File: config.mk
export PLATFORM = sky130hd
export DESIGN_NAME = axi_rr_ptr_gen
export DESIGN_NICKNAME = d
export VERILOG_FILES = /design/src/rtl/axi_rr_pkg.sv /design/src/rtl/axi_rr_next_ptr.sv /design/src/rtl/axi_rr_ptr_gen.sv
export SDC_FILE = /design/constraint.sdc
export NUM_CORES = 1
export LEC_CHECK = 0
export BUFFER_PORTS_ARGS = -buffer_cell sky130_fd_sc_hd__buf_4
export CORE_ASPECT_RATIO = 0.9
export CORE_MARGIN = 4
export CORE_UTILIZATION = 35
export DETAILED_ROUTE_END_ITERATION = 12
export PLACE_DENSITY = 0.64
export SLEW_MARGIN = 5
export SYNTH_ARGS = -nofsm -noshare
export SYNTH_HDL_FRONTEND = slang
export SYNTH_SLANG_ARGS = --single-unit
export TNS_END_PERCENT = 1
File: constraint.sdc
create_clock -name clk -period 4.2 [get_ports clk]
set_input_delay 0.21 -clock clk [delete_from_list [all_inputs] [get_ports clk]]
set_output_delay 0.21 -clock clk [all_outputs]
set_load 0.02 [all_outputs]
File: src/rtl/axi_rr_pkg.sv
// rtl/axi_rr_pkg.sv - shared types and constants for the round-robin pointer generator
package axi_rr_pkg;

  // Burst-lock state of the pointer generator
  typedef enum logic {
    S_FREE   = 1'b0,
    S_LOCKED = 1'b1
  } rr_state_e;

  // Pointer advance policy selected by mode_i
  localparam logic RR_MODE_INC    = 1'b0;
  localparam logic RR_MODE_WINNER = 1'b1;

endpackage

File: src/rtl/axi_rr_next_ptr.sv
// rtl/axi_rr_next_ptr.sv - wrap-limit clamp and next-pointer computation
import axi_rr_pkg::*;

module axi_rr_next_ptr #(
  parameter int N_REQ = 8,
  parameter int WIDTH = $clog2(N_REQ)
) (
  input  logic             mode_i,
  input  logic [WIDTH:0]   max_count_i,
  input  logic [WIDTH-1:0] cur_ptr_i,
  input  logic [WIDTH-1:0] winner_idx_i,
  output logic [WIDTH-1:0] nxt_o
);

  localparam logic [WIDTH:0] N_REQ_W = (WIDTH+1)'(N_REQ);

  logic [WIDTH:0]   w_lim;
  logic [WIDTH:0]   w_lim_m1;
  logic [WIDTH-1:0] w_base;

  // A zero or oversized limit falls back to the full requestor count
  assign w_lim    = ((max_count_i == '0) || (max_count_i > N_REQ_W)) ? N_REQ_W : max_count_i;
  assign w_lim_m1 = w_lim - 1'b1;

  // Increment mode steps from the current pointer, winner mode from the granted index
  assign w_base = (mode_i == RR_MODE_WINNER) ? winner_idx_i : cur_ptr_i;

  // ">=" rather than "==" so a pointer left out of range by a shrinking limit returns to 0
  assign nxt_o = ({1'b0, w_base} >= w_lim_m1) ? '0 : w_base + 1'b1;

endmodule

File: src/rtl/axi_rr_ptr_gen.sv
// rtl/axi_rr_ptr_gen.sv - round-robin priority pointer with burst lock and wrap pulse
import axi_rr_pkg::*;

module axi_rr_ptr_gen #(
  parameter int N_REQ   = 8,
  parameter int WIDTH   = $clog2(N_REQ),
  parameter int LOCK_EN = 1
) (
  input  logic             clk,
  input  logic             rst,
  input  logic             clear_i,
  input  logic             mode_i,
  input  logic [WIDTH:0]   max_count_i,
  input  logic             data_req_i,
  input  logic             data_gnt_i,
  input  logic [WIDTH-1:0] winner_idx_i,
  input  logic             lock_i,
  input  logic             last_i,
  output logic [WIDTH-1:0] rr_flag_o,
  output logic [N_REQ-1:0] rr_flag_onehot_o,
  output logic             locked_o,
  output logic             wrap_o
);

  localparam logic LOCK_ON = (LOCK_EN != 0);

  rr_state_e        r_state;
  rr_state_e        w_state_nxt;
  logic [WIDTH-1:0] r_flag;
  logic             r_wrap;
  logic [WIDTH-1:0] w_nxt_ptr;
  logic             w_hs;
  logic             w_adv;

  assign w_hs = data_req_i & data_gnt_i;

  axi_rr_next_ptr #(
    .N_REQ (N_REQ),
    .WIDTH (WIDTH)
  ) u_next_ptr (
    .mode_i       (mode_i),
    .max_count_i  (max_count_i),
    .cur_ptr_i    (r_flag),
    .winner_idx_i (winner_idx_i),
    .nxt_o        (w_nxt_ptr)
  );

  // Next-state and advance decision; pointer stays frozen for the whole of a burst
  always_comb begin
    w_state_nxt = r_state;
    w_adv       = 1'b0;
    case (r_state)
      S_FREE: begin
        if (w_hs) begin
          if (LOCK_ON && lock_i && !last_i) begin
            w_state_nxt = S_LOCKED;
          end else begin
            w_adv = 1'b1;
          end
        end
      end
      S_LOCKED: begin
        if (w_hs && last_i) begin
          w_adv       = 1'b1;
          w_state_nxt = S_FREE;
        end
      end
      default: w_state_nxt = S_FREE;
    endcase
  end

  // State, pointer and wrap pulse registers; clear wins over a coincident handshake
  always_ff @(posedge clk or posedge rst) begin
    if (rst) begin
      r_state <= S_FREE;
      r_flag  <= '0;
      r_wrap  <= 1'b0;
    end else if (clear_i) begin
      r_state <= S_FREE;
      r_flag  <= '0;
      r_wrap  <= 1'b0;
    end else begin
      r_state <= w_state_nxt;
      r_wrap  <= w_adv && (w_nxt_ptr == '0) && (r_flag != '0);
      if (w_adv) begin
        r_flag <= w_nxt_ptr;
      end
    end
  end

  assign rr_flag_o        = r_flag;
  assign rr_flag_onehot_o = N_REQ'(1) << r_flag;
  assign locked_o         = (r_state == S_LOCKED);
  assign wrap_o           = r_wrap;

endmodule

==> results.tsv <==
metric	value	unit
pwr dens	232.7	mW/mm^2
initial DRC count	6	
Synth Net Count	75	
sequential share of the synthesized area	24.15	%
CTS root buf	clkbuf_4	
Worst slew margin	78.40	%
Yosys reg bits	5	
CP Class	register to register	
Area growth syn-to-layout	45.65	%
clk buf depth	2	
Post-CTS Resized	0	
total gr overflow	0	
FP Rows	12	
worst min path class	input pin to register	
leakage power total	0.4269	nW
drt wl/cell	12.72	um
Mapped Avg Cell Area	9.418	sq um
# diodes	0	
CTS tree	done	
Cell Area, Synth	518.0	sq um
filler cell count	136	
register area	125.1	sq um
Reg2Reg Capture Point	rr_flag_o[2]	
vias in the first global route	482	
I/O pin cnt	28	
# DRC	0	
WP data arrival	2.04	ns
DRT Pass-1 Iters	4	
final WL	1.247	mm
status	completed	
maximum fanout along the worst path	11	
Initial Util	39.66	%
CP endpoint kind	register	
CORE AREA	0.001306	sq mm
initial antenna violation count	0	
Routed Antenna Nets	0	
first-pass GRT wire length	2.111	mm
setup TNS	0	ns
layout cells sized above 1	40.48	%
most common cell after layout, fill and taps aside	buf_4	
CP peak stage delay	0.49	ns
FF-to-FF setup slack	2.30	ns
Power, Total	175.6	uW
synth unique cells	32	
dpl hpwl	964.1	um
crit start category	register	
Critical Path RT	4.34	ns
Syn. warnings	0	
Die H	44.50	um
Peak VDD IR	0.0001779	V
I/O Buffers	27	
Die X	48.55	um
WP buf/inv	1	
clock tree sinks	5	
Nets	105	
Mapped Cells	55	
Slowest cell on crit path	dfrtp_1	
H-tree depth	1	
Worst Hold Path Cells	2	
Least-Margin Pin Slew	0.3239	ns
vias per inst	5.173	
RSZ-0062 raised after global routing	no	
CTS buffer count	3	
Final Max Slew Viols	0	
crit path cell chain	mux2i_1, inv_1, ha_1, and2_1, a21o_1, o32ai_1	
pin count of the biggest net entering global routing	12	
Top delay family on crit path	compound AO/OA/AOI/OAI gates	
Final Cycle Share	45.21	%
hold worst-path end	locked_o	
routability cong.	0.8249	
DIE AREA	0.002160	sq mm
# Max-Cap Violations	0	
Hold Startpoint	last_i	
Multi-input gate area	357.8	sq um
fmax	526.7	MHz
R2R Path Start	rr_flag_o[2]	
r2r worst-path depth	6	
# setup viols final	0	
Fin. Hold Viols	0	
Clk Latency, worst-skew pair	0.25	ns
min Tclk post-route	1.899	ns
via count	507	
gr usage total	12.41	%
clk slew on worst S/H paths	0.05	ns
most frequent cells in the layout	buf_4, ha_1, dfrtp_1, inv_1	
Clock Skew	0.004470	ns
## sequential cells by signal (all words and copies together), names as in the netlist
| register | count |
|---|---|
| locked_o | 1 |
| rr_flag_o | 3 |
| wrap_o | 1 |
## routing by layer
metal  global-route usage [%]  up-vias  wire length, um
met3                    4.714        0              106
met4                    6.452        0                0
met5                        0        -                0
li1                         -      262                -
met2                    21.61       27              561
met1                    13.17      218              579
## worst reg2reg max path: stages, from the launching register on
cell	delay, ns
dfrtp_1	0.49
mux2i_1	0.25
inv_1	0.07
ha_1	0.30
and2_1	0.17
a21o_1	0.23
o32ai_1	0.30
## logic make-up after synthesis
group                    Yosys count  share of synthesized area, %
AO/OA/AOI/OAI                     13                         22.46
XOR/XNOR                           2                         3.382
adder cells (fa/ha/maj)            5                         12.08
buffers and inverters              7                         6.761
flip-flops                         5                         24.15
multiplexers                       3                         7.004
AND/OR/NAND/NOR                   20                         24.16
## cell type report
class,instances,area share (%)
Sequential cell,5,16.58
Timing Repair Buffer,28,28.19
Multi-Input combinational cell,43,47.43
Clock buffer,4,3.483
Inverter,4,1.990
Tap cell,14,2.322
## synthesized netlist by cell type, drive strengths merged
| library cell | n | area [sq um] |
|---|---|---|
| ha | 5 | 62.56 |
| nor2b | 3 | 18.77 |
| or2 | 1 | 6.260 |
| and3b | 2 | 17.52 |
| a311oi | 1 | 8.760 |
| nor2 | 1 | 3.750 |
| and3 | 1 | 6.260 |
| buf | 2 | 16.26 |
| nor3b | 3 | 22.52 |
| nor4 | 1 | 6.260 |
| mux2 | 2 | 26.27 |
| o32ai | 1 | 8.760 |
| nand2b | 3 | 18.77 |
| o211a | 1 | 10.01 |
| o41ai | 2 | 32.53 |
| a21o | 2 | 15.01 |
| or3 | 1 | 6.260 |
| xor2 | 1 | 8.760 |
| xnor2 | 1 | 8.760 |
| nor3 | 1 | 5.000 |
| mux2i | 1 | 10.01 |
| and2 | 1 | 6.260 |
| o21ba | 1 | 10.01 |
| dfrtp | 5 | 125.1 |
| a31oi | 1 | 6.260 |
| nand2 | 2 | 7.510 |
| o21ai | 3 | 15.01 |
| a221o | 1 | 10.01 |
| clkbuf | 1 | 3.750 |
| inv | 4 | 15.01 |
## per-stage QoR
step	setup WS, ns	hold slack [ns]	instance area [sq um]	util [%]	std cells
2_1_floorplan	2.303	-0.01148	518.0	-	55
3_3_place_gp	2.264	0.1215	718.2	54.98	93
3_5_place_dp	2.279	0.1217	718.2	54.98	93
4_1_cts	2.305	0.1607	754.5	57.76	98
5_1_grt	2.173	0.1653	754.5	57.76	98
6_report	2.301	0.1630	754.5	57.76	98
## what timing repair did
action	in CTS	in global routing
setup endpoints to repair	0	0
hold buffers	1	0
buffers inserted	0	0
endpoints found under the hold margin	5	0
## worst max-delay path by stage
stage                     cells past startpoint      startpoint            to  slack, ns
final                                         6    rr_flag_o[2]  rr_flag_o[2]       2.30
after global routing                          6    rr_flag_o[2]  rr_flag_o[0]       2.17
after CTS                                     6    rr_flag_o[0]  rr_flag_o[2]       2.30
after detailed placement                      8  max_count_i[3]  rr_flag_o[0]       2.28
after global placement                        8  max_count_i[3]  rr_flag_o[0]       2.26
after floorplan                               6    rr_flag_o[1]  rr_flag_o[0]       2.30
## where the power goes
part / switching, mW / internal [mW] / leakage, nW / total (mW)
Sequential: 0.00448 / 0.0503 / 0.0689 / 0.0548
Combinational: 0.0310 / 0.0326 / 0.343 / 0.0636
Clock: 0.0212 / 0.0360 / 0.0150 / 0.0572
(Power assumes the default switching activity.)
